**src/rtl/uart_rx_dev.sv**
```systemverilog
// UART receiver (8N1, LSB first) behind the Bridge: one-byte receive buffer,
// status/control/divisor registers and a level interrupt.
module uart_rx_dev #(
   parameter int unsigned DIV_DEFAULT = 217,
   parameter int unsigned DIV_MIN     = 4
) (
   input  logic        clk,
   input  logic        reset,
   input  logic [1:0]  addr,
   input  logic        we,
   input  logic        re,
   input  logic [31:0] wd,
   output logic [31:0] rd,
   input  logic        rxd,
   output logic        irq
);

   typedef enum logic [1:0] {IDLE, START, DATA, STOP} state_t;

   state_t      state;
   logic        s1, rs, rs_d;
   logic [2:0]  fill;
   logic        fall;
   logic [15:0] div, divw, cnt;
   logic [2:0]  bitidx;
   logic [7:0]  shreg, rbuf;
   logic        valid, ovr, ferr, ren, ien;
   logic        rd_data, wr_stat, wr_ctrl, wr_div;
   logic        unused_wd;

   function automatic logic [15:0] clamp_div(input logic [15:0] d);
      return (d < 16'(DIV_MIN)) ? 16'(DIV_MIN) : d;
   endfunction

   assign rd_data   = re & (addr == 2'd0);
   assign wr_stat   = we & (addr == 2'd1);
   assign wr_ctrl   = we & (addr == 2'd2);
   assign wr_div    = we & (addr == 2'd3);
   assign unused_wd = ^wd[31:16];

   // Synchroniser stage: fill marks when rs_d holds a real line sample, so a
   // line already low at reset release is never mistaken for a start edge.
   always_ff @(posedge clk) begin
      if (reset) begin
         s1   <= 1'b1;
         rs   <= 1'b1;
         rs_d <= 1'b1;
         fill <= 3'b000;
      end else begin
         s1   <= rxd;
         rs   <= s1;
         rs_d <= rs;
         fill <= {fill[1:0], 1'b1};
      end
   end

   assign fall = fill[2] & rs_d & ~rs;

   always_ff @(posedge clk) begin
      if (reset) begin
         ren <= 1'b1;
         ien <= 1'b0;
         div <= 16'(DIV_DEFAULT);
      end else begin
         if (wr_ctrl) begin
            ren <= wd[0];
            ien <= wd[1];
         end
         if (wr_div) div <= wd[15:0];
      end
   end

   // Receive FSM stage: flag sets are written after the clears so a
   // coincident event wins over a write-1-to-clear.
   always_ff @(posedge clk) begin
      if (reset) begin
         state  <= IDLE;
         cnt    <= '0;
         bitidx <= '0;
         rbuf   <= '0;
         valid  <= 1'b0;
         ovr    <= 1'b0;
         ferr   <= 1'b0;
      end else begin
         if (rd_data) valid <= 1'b0;
         if (wr_stat && wd[1]) ovr <= 1'b0;
         if (wr_stat && wd[2]) ferr <= 1'b0;

         if (!ren) begin
            state <= IDLE;
         end else begin
            case (state)
               IDLE: begin
                  if (fall) begin
                     divw  <= clamp_div(div);
                     cnt   <= clamp_div(div) >> 1;
                     state <= START;
                  end
               end
               START: begin
                  if (cnt != 16'd0) begin
                     cnt <= cnt - 16'd1;
                  end else if (!rs) begin
                     bitidx <= 3'd0;
                     cnt    <= divw - 16'd1;
                     state  <= DATA;
                  end else begin
                     state <= IDLE;
                  end
               end
               DATA: begin
                  if (cnt != 16'd0) begin
                     cnt <= cnt - 16'd1;
                  end else begin
                     shreg  <= {rs, shreg[7:1]};
                     cnt    <= divw - 16'd1;
                     bitidx <= bitidx + 3'd1;
                     if (bitidx == 3'd7) state <= STOP;
                  end
               end
               STOP: begin
                  if (cnt != 16'd0) begin
                     cnt <= cnt - 16'd1;
                  end else begin
                     state <= IDLE;
                     if (!rs) begin
                        ferr <= 1'b1;
                     end else if (!valid || rd_data) begin
                        rbuf  <= shreg;
                        valid <= 1'b1;
                     end else begin
                        ovr <= 1'b1;
                     end
                  end
               end
               default: state <= IDLE;
            endcase
         end
      end
   end

   always_comb begin
      rd = '0;
      case (addr)
         2'd0: rd = {24'b0, rbuf};
         2'd1: rd = {29'b0, ferr, ovr, valid};
         2'd2: rd = {30'b0, ien, ren};
         2'd3: rd = {16'b0, div};
         default: rd = '0;
      endcase
   end

   assign irq = ien & (valid | ovr | ferr);

endmodule

```
**config.mk**
```make
export PLATFORM = sky130hd
export DESIGN_NAME = uart_rx_dev
export DESIGN_NICKNAME = d
export VERILOG_FILES = /design/src/rtl/uart_rx_dev.sv
export SDC_FILE = /design/constraint.sdc
export NUM_CORES = 1
export LEC_CHECK = 0
export CAP_MARGIN = 10
export CORE_MARGIN = 10
export CORE_UTILIZATION = 58
export DETAILED_ROUTE_END_ITERATION = 10
export HOLD_SLACK_MARGIN = 0.06
export PLACE_DENSITY_LB_ADDON = 0.15
export SYNTH_ARGS = -nofsm -noshare
export SYNTH_HDL_FRONTEND = slang
export SYNTH_SLANG_ARGS = --single-unit
```
**constraint.sdc**
```tcl
create_clock -name clk -period 4.3 [get_ports clk]
set_clock_uncertainty 0.2 [all_clocks]
set_input_delay 0.86 -clock clk [delete_from_list [all_inputs] [get_ports clk]]
set_output_delay 0.86 -clock clk [all_outputs]
set_load 0.02 [all_outputs]
```
## Word level (Yosys, flattened, before mapping)

Index checks and enable logic that the tools add are counted.

- Register bits after elaboration: 80
- Input port bits: 39
- Output and inout bits: 33
- Logic and storage cells: 102

- Add/sub/neg operators: 3
- $lt $le $gt $ge: 1
- Equal/unequal tests: 15
- Mux-type cells: 37
- Bitwise gates (word level): 13
- Reductions and logical operators: 15

Operators by type and width:

| kind | number |
|---|---|
| one-hot mux 32 bit (4 select lines) | 1 |
| 2-to-1 mux 16 bit | 6 |
| one-hot mux 16 bit (4 select lines) | 1 |
| subtractor 16 x 1 -> 16 bit (second input constant) | 2 |
| 2-to-1 mux 1 bit | 18 |
| less-than comparator 16 x 3 -> 1 bit (second input constant) | 1 |
| nonzero test 16 bit | 1 |
| AND reduction 5 bit | 3 |
| inequality test 2 bit (second input constant) | 7 |
| 2-to-1 mux 2 bit | 6 |
| AND reduction 4 bit | 3 |
| 2-to-1 mux 3 bit | 3 |
| == test 2 bit (second input constant) | 4 |
| one-hot mux 2 bit (4 select lines) | 1 |
| bitwise AND 1 bit | 7 |
| one-hot mux 3 bit (2 select lines) | 1 |
| == test 2 x 1 -> 1 bit (second input constant) | 2 |
| logical NOT 2 bit | 2 |
| NOT 1 bit | 4 |
| adder 3 x 1 -> 3 bit (second input constant) | 1 |
| == test 3 bit (second input constant) | 1 |
| inequality test 3 bit (second input constant) | 1 |
| logical AND 1 bit | 2 |
| bitwise OR 1 bit | 2 |
| 4 further kinds | 4 |

## Longest topological paths before layout

Gate-level depths: netlist of the first run.

- Depth in word-level cells: 9
- Gate-level depth with buffers: 9
- Gate-level depth less buffers: 8

## Worst setup path before layout of the first run

Ideal clock, no wire load.

- Path type: in2reg
- Start point: input reset
- End point: register divw[0], enable pin
- Library setup time: 0.409 ns
- Arrival: 2.213 ns
- Data required time: 3.691 ns
- Slack: 1.477 ns
- Stages: 3
- Buffers on the path: 0
- Cell sequence: inv_1 > nand2_1 > nor3_1

- Cells in the longest elaborated chain, start to end: 2

RTL lines:

| what | RTL line | RTL |
|---|---|---|
| start: declaration | 8 | `input logic reset,` |
| NOT 1 bit (no source line) | - |  |
| AND reduction 4 bit (no source line) | - |  |
| end signal: assignment | 95 | `divw <= clamp_div(div);` |
| end: declaration | 24 | `logic [15:0] div, divw, cnt;` |

No other way between the ends.
A chain may end at the register's enable or synchronous reset.

## Worst setup path in the final report of the first run

- Start point: input addr[1]
- End point: output rd[7]

- Cells in the longest elaborated chain, start to end: 2
- Elaborated cells on any way between the ends: 5
- Those cells by class: eq/ne: 3; mux: 1; reduce/logical: 1

RTL lines:

| what | RTL line | RTL |
|---|---|---|
| start: declaration | 9 | `input logic [1:0] addr,` |
| == test 2 bit, or another cell as far along | 144 | `case (addr)` |
| one-hot mux 32 bit (4 select lines) (*) | 144 |  |
| end: declaration | 13 | `output logic [31:0] rd,` |

Mark *: on every way between the ends. The rest lies on a longest branch, timed or not. The select of a mux whose other input is x is not followed.

==> results of run 1 <==
-- final cells by class --
class,instances,area share
Sequential cell,80,0.374
Clock buffer,9,0.0252
Inverter,23,0.0175
Tap cell,99,0.0252
Timing Repair Buffer,44,0.0859
Clock inverter,7,0.0193
Multi-Input combinational cell,354,0.453
-- where the power goes --
part           switching (uW)  internal (uW)
logic                     735            375
registers                54.4            814
clock network             286            328
-- flip-flops by register name, summed over array words and instances (netlist names), 3 cells and up, named ones only --
name	cells
rbuf	8
divw	16
fill	3
div	16
cnt	16
shreg	8
bitidx	3
-- through the flow --
stage	hold slack, ns	worst slack, ns	utilization	instance area (um2)	std cells
detailed placement	0.196	0.526	0.645	4700	600
global placement	0.192	0.563	0.645	4700	600
global route	0.229	0.440	0.675	4920	616
CTS	0.214	0.530	0.675	4920	616
floorplan	0.189	1.48	-	4440	510
finish	0.211	0.545	0.675	4920	616
-- worst max path at each step --
stage,to,slack [ns]
final,rd[7],0.54
after global routing,rd[7],0.44
after global placement,rd[4],0.56
after detailed placement,rd[6],0.53
after floorplan,divw[0],1.48
after CTS,rd[6],0.53
-- placed cells by master (no fill, tap or decap), drive strengths merged, types with 3 or more instances in the layout --
cell type,n
a311oi,3
nand3b,5
clkbuf,9
o22ai,5
inv,24
dfxtp,56
a21oi,39
o211ai,7
nand2,70
a31oi,4
nand3,15
nand4,6
edfxtp,24
buf,6
and3,10
xnor2,8
xor2,14
o41ai,5
or4,4
nor4,8
mux2i,10
conb,16
o31ai,7
or3,4
nor3,16
and2,3
nor2,37
clkdlybuf4s50,38
clkinv,3
o21ai,10
nor2b,6
a22o,5
ha,10
-- layer usage --
layer	share of wire	wire (um)	up-vias
met3	0.077	800	16
met4	0.013	139	0
met1	0.46	4770	1701
met2	0.45	4740	137
met5	0	0	-
li1	-	-	1759
-- kinds of logic (layout without fill, tap and decap cells) --
kind of cell | count (synthesis) | count (layout)
simple gates | 194 | 194
compound gates | 100 | 100
flops | 80 | 80
buf+inv | 76 | 83
xor+xnor | 22 | 22
mux | 12 | 12
fa+ha+maj | 10 | 10
other cells | 1 | 16
-- worst reg2reg max path, delay by kind of cell, from the launching register on --
| family | cells | cell delay, ns |
|---|---|---|
| buffers and inverters | 2 | 0.46 |
| adder cells (fa/ha/maj) | 1 | 0.15 |
| AND/OR/NAND/NOR | 1 | 0.73 |
| AO/OA/AOI/OAI | 4 | 1.23 |
| flip-flops | 1 | 0.38 |
==> out/results.txt, run 1 <==
Cell accounting for the most synthesized area: dfxtp_1
CP Launch Type: input port
Hold path endpoint: rs
Sequential share of the synthesized area: 0.420
Worst-Margin Slew: 1.13 ns
Worst r2r src: cnt[0]
Endpoints failing setup: 0
Number of buffers created by CTS: 9
R2R Setup Slk: 1.02 ns
WP depth: 4
Clock buffer depth: 2
Minimum clock period: 3.76 ns
Fillers: 610
CP max stage cell: clkdlybuf4s50_1
Resized cells post-CTS: 0
Mapped Avg Cell Area: 8.86 um2
Reg2reg end: cnt[12]
Post-route ant nets: 0
Simple-Gate Fraction of Synth Area: 0.231
Hold path cells: 1
Outcome: completed
Tot GR Track Use: 0.187
Fmax: 0.266 GHz
Grt peak-use layer: met2
Initial antenna violation count: 0
Largest cells by area after synthesis: dfxtp_1, edfxtp_1, nand2_1, a21oi_1, nor2_1
I/O pin cnt: 72
Insertion delay to the later sink of the worst-skew pair: 0.35 ns
CTS root buffer: clkbuf_8
Most numerous cell in the Yosys netlist: nand2_1
Initial drt markers: 187
Die W: 107 um
Area growth from synthesis to layout: 12.3%
Met2 Usage GRT: 0.295
Post-synth EDFFs: 24
Hold Crit Start: s1
Worst VDD drop: 0.000236 V
Ys Warns: 0
Cell with the most instances on the worst path: clkdlybuf4s50_1
Residual DRC: 0
Worst Hold Class: reg -> reg
CTS tree: done
Post-Synth XOR/XNOR Area: 0.0439
Adder-cell share of the synthesized area: 0.0285
Via count: 3613
WS Path Type: in -> out
Met1 Use GR: 0.247
Endpoint class of the critical path: primary output
Largest family of logic cells by synthesized area: simple AND/OR/NAND/NOR gates
GRT Residual Overflow: 0
WP data required: 3.24 ns
Post-route clock period utilization: 0.873
DIE AREA: 11400 um2
Leakage: 0.00188 uW
Ys async rst share: 0
Multiplexer share of the synthesized area: 0.0331
Seq cells post-synth: 80
Top cells by count, synth: nand2_1, dfxtp_1, a21oi_1
Cells after synthesis: 495
Post-synthesis cell area: 4380 um2
First-pass GRT wire length: 17600 um
Via density per instance: 5.87
Setup crit start: addr[1]
Core ar.: 7290 um2
Hold_buf cts: 0
Die Span Y: 107 um
Pin count of the biggest net entering global routing: 49
Number of global-route vias before repair: 3525
Num rows: 31
Starting Density: 0.601
Hpwl dp: 7450 um
H-tree Lvls: 3
TritonRoute pass-1 iters: 6
N_diodes: 0
# port buffers: 39
Post-CTS Setup Repair Bufs: 0
Clk slew on worst S/H paths: 0.07 ns
Sequence of cells on the critical path: clkdlybuf4s50_1, and2_1, a22o_1, clkdlybuf4s50_1
Final Hold Fails: 0
Layout cells sized above 1: 0.0832
CP max FO: 9
Reg2reg path depth: 8
Setup TNS Final: 0 ns
GPL Wtd Cong: 0.856
Post-synthesis compound-gate area fraction: 0.156
Multi-input logic area: 2230 um2
Top FF cell, synth: dfxtp_1
Total power: 2590 uW
Share of the synthesized area in the top cell type: 0.256
Setup repair after global routing missed its margin: no
Family with the most delay on the worst path: buffers and inverters
WP buf/inv: 2
Final slew viol count: 0
Sequential cell area: 1840 um2
Clock sink count: 80
Slowest cell delay on critical path: 0.69 ns
Pwr/cell area: 527 nW/um2
GRT met3 Usage: 0.0473
Post-synth cell types: 66
WL per Instance: 17.0 um
Max-cap viol count: 0
Final nets: 561
Routed wire length: 10400 um
Worst EP arrival: 2.70 ns
Max-slew headroom: 0.246
No activity file was read; power rests on OpenSTA's default activity.
==> run 2: changes to the inputs <==
CTS_CLUSTER_DIAMETER = 120   (was unset)
MAX_ROUTING_LAYER = met4   (was unset)
==> out/results.txt, run 2 (same netlist as run 1, synthesis figures left out) <==
Total power: 2600 uW (+0.11%)
Placed insts: 600 (unchanged)
Worst-Margin Slew: 1.13 ns (-0.00108 ns)
Resized cells post-CTS: 0 (unchanged)
Endpoints failing setup: 0 (unchanged)
Cell with the most instances on the worst path: clkdlybuf4s50_1
Slowest cell delay on critical path: 0.69 ns (about the same)
Post-route clock period utilization: 0.876 (+0.00227)
GPL Wtd Cong: 0.870 (+1.6%)
Hold_buf cts: 0 (unchanged)
Pin count of the biggest net entering global routing: 49 (unchanged)
Num rows: 31 (unchanged)
N_diodes: 0 (unchanged)
Starting Density: 0.601 (unchanged)
WL per Instance: 16.9 um (-0.26%)
Core ar.: 7290 um2 (unchanged)
I/O pin cnt: 72 (unchanged)
CTS root buffer: clkbuf_8
GRT Residual Overflow: 0 (unchanged)
Worst hold slack: 0.211 ns (+0.0000450 ns)
Family with the most delay on the worst path: buffers and inverters
Endpoint class of the critical path: primary output
DIE AREA: 11400 um2 (unchanged)
Post-CTS Setup Repair Bufs: 0 (unchanged)
Internal power: 1520 uW (about the same)
DRT met1 WL: 4870 um (+2.2%)
Hold Crit Start: s1
First-pass GRT wire length: 17600 um (about the same)
Reg2reg end: cnt[12]
Sequential cell area: 1840 um2 (unchanged)
WS Path Type: in -> out
DP Area: 4700 um2 (unchanged)
Hold path cells: 1 (unchanged)
Initial drt markers: 189 (+1.1%)
Via count: 3614 (+0.028%)
Via density per instance: 5.87 (about the same)
Initial antenna violation count: 0 (unchanged)
Clock Power Share: 0.238 (about the same)
Most frequent cells in the layout: nand2_1, dfxtp_1, a21oi_1
Final nets: 561 (unchanged)
Finished Cell Area: 4920 um2 (unchanged)
Worst Hold Class: reg -> reg
Comb pwr share: 0.428 (about the same)
Setup TNS Final: 0 ns (unchanged)
# port buffers: 39 (unchanged)
Setup repair after global routing missed its margin: no
Layout cells sized above 1: 0.0832 (unchanged)
H-tree Lvls: 3 (unchanged)
Fmax: 0.266 GHz (-0.26%)
Worst r2r src: cnt[0]
CTS tree: done
Die W: 107 um (unchanged)
TritonRoute pass-1 iters: 5 (-1)
CP Launch Type: input port
Max-cap viol count: 0 (unchanged)
WP buf/inv: 2 (unchanged)
Post-route ant nets: 0 (unchanged)
Flop pwr share: 0.334 (about the same)
Routed wire length: 10400 um (-0.26%)
Hpwl dp: 7450 um (unchanged)
WP data required: 3.24 ns (about the same)
WL met3: 712 um (-11%)
Area growth from synthesis to layout: 12.3% (unchanged)
Regs by FF count: cnt: 16 flops, div: 16 flops, divw: 16 flops
Non-filler cells, final: 616 (unchanged)
Clock sink count: 80 (unchanged)
WL met2: 4700 um (-0.76%)
Number of buffers created by CTS: 9 (unchanged)
Reg2reg path depth: 8 (unchanged)
Leakage: 0.00188 uW (unchanged)
Sw Pwr: 1080 uW (+0.28%)
Pwr/cell area: 527 nW/um2 (+0.11%)
Worst VDD drop: 0.000236 V (about the same)
Most common cell after layout, fill and taps aside: nand2_1
Max Used Layer: met4
Sw Share: 0.416 (+0.000696)
Sequence of cells on the critical path: clkdlybuf4s50_1, and2_1, a22o_1, clkdlybuf4s50_1
CP max FO: 9 (unchanged)
Outcome: completed
Worst EP arrival: 2.70 ns (about the same)
Final slew viol count: 0 (unchanged)
Clock buffer depth: 2 (unchanged)
Residual DRC: 0 (unchanged)
Tot GR Track Use: 0.193 (+0.00568)
Final Hold Fails: 0 (unchanged)
Insertion delay to the later sink of the worst-skew pair: 0.35 ns (about the same)
Max-slew headroom: 0.247 (+0.000720)
Multi-input logic area: 2230 um2 (unchanged)
Hold path endpoint: rs
Fillers: 610 (unchanged)
Die Span Y: 107 um (unchanged)
Minimum clock period: 3.76 ns (+0.00976 ns)
Number of global-route vias before repair: 3533 (+0.23%)
R2R Setup Slk: 1.04 ns (+0.02 ns)
Clk slew on worst S/H paths: 0.07 ns (about the same)
CP max stage cell: clkdlybuf4s50_1
## run 2: cell counts in the layout (fill, tap and decap cells not counted)
Identical to the previous run, type by type.
## run 2: worst register-to-register path: stages, from the launching register on
cell and delay (ns):
dfxtp_1 0.38, inv_1 0.11, ha_1 0.14, or4b_1 0.73, o31ai_4 0.88, buf_4 0.35, a21oi_1 0.08, o21ai_0 0.16
a21oi_1 0.10
## run 2: cell type report
class	count	area share
sequential	80	0.374
inverter	23	0.0175
tap	99	0.0252
timing repair buffer	44	0.0859
clock inverter	7	0.0193
multi-input combinational	354	0.453
clock buffer	9	0.0252
## run 2: through the flow
stage                     setup slack (ns)  utilization
after floorplan                       1.48            -
after global placement               0.563        0.645
after detailed placement             0.526        0.645
after CTS                            0.530        0.675
after global routing                 0.437        0.675
final                                0.535        0.675
## run 2: how the worst max path moves through the flow
| stage | endpoint | cells after the start | slack [ns] | start |
|---|---|---|---|---|
| 5_1_grt | rd[7] | 4 | 0.44 | addr[1] |
| 2_1_floorplan | divw[0] | 3 | 1.48 | reset |
| 6_report | rd[7] | 4 | 0.54 | addr[1] |
| 3_5_place_dp | rd[6] | 4 | 0.53 | addr[1] |
| 3_3_place_gp | rd[4] | 4 | 0.56 | addr[1] |
| 4_1_cts | rd[6] | 4 | 0.53 | addr[1] |
## run 2: metal layers
metal	global-route usage	up-vias
met5	-	-
met4	0.0580	0
met3	0.0407	14
met2	0.295	148
met1	0.252	1697
li1	-	1755
## run 2: power groups by stage
| stage | combinational, uW | sequential, uW | clock [uW] |
|---|---|---|---|
| 3_3_place_gp | 1070 | 881 | 0 |
| 3_5_place_dp | 1080 | 884 | 0 |
| 4_1_cts | 1090 | 866 | 621 |
| 2_1_floorplan | 912 | 868 | 0 |
| 6_report | 1110 | 867 | 617 |
| 5_1_grt | 1220 | 874 | 656 |
==> run 3: changes to the inputs <==
PLACE_DENSITY = 0.86   (was unset)
PLACE_DENSITY_LB_ADDON = unset   (was 0.15)
==> out/results.txt, run 3 (same netlist as run 1, synthesis figures left out) <==
Outcome: completed
Slowest cell delay on critical path: 0.68 ns (about the same)
Fmax: 0.268 GHz (+0.72%)
First-pass GRT wire length: 17100 um (-2.7%)
Hpwl dp: 7350 um (-1.4%)
Leakage: 0.00185 uW (-1.5%)
Insertion delay to the later sink of the worst-skew pair: 0.36 ns (about the same)
Sw Pwr: 1080 uW (+0.20%)
Final Hold Fails: 0 (unchanged)
Worst-Margin Slew: 1.13 ns (+0.00309 ns)
Die Span Y: 107 um (unchanged)
Endpoint class of the critical path: primary output
DIE AREA: 11400 um2 (unchanged)
Residual DRC: 0 (unchanged)
Sequence of cells on the critical path: clkdlybuf4s50_1, and2_1, nand2_1, o21ai_0, clkdlybuf4s50_1
Regs by FF count: cnt: 16 flops, div: 16 flops, divw: 16 flops
Finished Cell Area: 4880 um2 (-0.81%)
Hold_buf cts: 0 (unchanged)
Number of global-route vias before repair: 3600 (+1.9%)
Starting Density: 0.601 (unchanged)
Clock Power Share: 0.199 (-0.039)
CP Launch Type: input port
Fillers: 591 (-3.1%)
Final slew viol count: 0 (unchanged)
Pin count of the biggest net entering global routing: 49 (unchanged)
Tot GR Track Use: 0.186 (-0.00723)
Worst r2r src: cnt[0]
Post-route clock period utilization: 0.869 (-0.00626)
Max-slew headroom: 0.245 (-0.00206)
CP max stage cell: clkdlybuf4s50_1
GRT Residual Overflow: 0 (unchanged)
Clk slew on worst S/H paths: 0.08 ns (about the same)
Clock sink count: 80 (unchanged)
# port buffers: 39 (unchanged)
CTS tree: done
Clock buffer depth: 2 (unchanged)
WP data required: 3.24 ns (about the same)
Die W: 107 um (unchanged)
Hold Crit Start: s1
Sw Share: 0.435 (+0.0192)
Layout cells sized above 1: 0.0811 (-0.00209)
Pwr/cell area: 509 nW/um2 (-3.4%)
Minimum clock period: 3.74 ns (-0.0269 ns)
Initial antenna violation count: 0 (unchanged)
TritonRoute pass-1 iters: 5 (unchanged)
Post-route ant nets: 0 (unchanged)
Cell with the most instances on the worst path: clkdlybuf4s50_1
Via count: 3664 (+1.4%)
Routed wire length: 10400 um (+0.14%)
Core ar.: 7290 um2 (unchanged)
Worst EP arrival: 2.68 ns (-0.02 ns)
Flop pwr share: 0.350 (+0.016)
Most common cell after layout, fill and taps aside: nand2_1
Area growth from synthesis to layout: 11.4%
Setup repair after global routing missed its margin: no
Post-CTS Setup Repair Bufs: 0 (unchanged)
Initial drt markers: 262 (+39%)
Setup TNS Final: 0 ns (unchanged)
WL per Instance: 16.9 um (about the same)
Final nets: 562 (+0.18%)
Number of buffers created by CTS: 9 (unchanged)
Worst VDD drop: 0.000256 V (+8.3%)
Comb pwr share: 0.451 (+0.023)
Resized cells post-CTS: 0 (unchanged)
GPL Wtd Cong: 0.836 (-3.9%)
Internal power: 1400 uW (-7.4%)
Num rows: 31 (unchanged)
I/O pin cnt: 72 (unchanged)
Setup crit start: addr[0]
Most frequent cells in the layout: nand2_1, dfxtp_1, a21oi_1
H-tree Lvls: 3 (unchanged)
CP max FO: 11 (+2)
Max-cap viol count: 0 (unchanged)
Endpoints failing setup: 0 (unchanged)
CTS root buffer: clkbuf_8
DP Area: 4710 um2 (+0.16%)
Worst Hold Class: reg -> reg
WS Path Type: in -> out
Via density per instance: 5.94 (+1.2%)
N_diodes: 0 (unchanged)
-- run 3: cell count changes in the layout (fill, tap and decap cells not counted) --
cell	delta
clkbuf_1	+1
bufinv_16	-2
clkinv_1	+1
clkinvlp_4	+2
buf_4	+1
clkinv_2	-2
-- run 3: final timing paths --
check	slack [ns]	end	cells past startpoint
max	0.56	rd[2]	5
min	0.21	rs	1
max reg2reg	1.24	cnt[10]	8
min reg2reg	0.21	rs	1
-- run 3: layer usage --
metal / vias to the layer above / routed length [um] / global-route usage
met2: 145 / 4940 / 0.298
met3: 13 / 631 / 0.0281
met4: 0 / 133 / 0.0812
met1: 1749 / 4730 / 0.228
met5: - / 0 / -
li1: 1757 / - / -
-- run 3: worst max-delay path, delay by kind of cell --
kind            cells  cell delay, ns
simple gates        2            0.41
compound gates      1            0.08
buf+inv             2            1.33
-- run 3: final cells by class --
| cell class | count | area [um2] | share of cell area |
|---|---|---|---|
| Multi-Input combinational cell | 354 | 2230 | 0.456 |
| Sequential cell | 80 | 1840 | 0.377 |
| Timing Repair Buffer | 45 | 430 | 0.0882 |
| Clock buffer | 10 | 128 | 0.0261 |
| Tap cell | 99 | 124 | 0.0254 |
| Inverter | 23 | 86.3 | 0.0177 |
| Clock inverter | 6 | 43.8 | 0.00897 |
-- run 3: power groups by stage --
stage | Clock [uW] | Sequential (uW) | Combinational (uW)
6_report | 495 | 870 | 1120
3_3_place_gp | 0 | 881 | 1060
2_1_floorplan | 0 | 868 | 912
3_5_place_dp | 0 | 884 | 1080
4_1_cts | 500 | 867 | 1100
5_1_grt | 523 | 875 | 1220
-- run 3: stage by stage --
step	power [uW]	hold slack (ns)	utilization	cells	setup WS, ns
3_5_place_dp	1960	0.196	0.646	601	0.596
4_1_cts	2460	0.217	0.670	617	0.591
6_report	2490	0.215	0.670	617	0.562
5_1_grt	2620	0.227	0.670	617	0.504
2_1_floorplan	1780	0.189	-	510	1.48
3_3_place_gp	1940	0.192	0.646	601	0.602
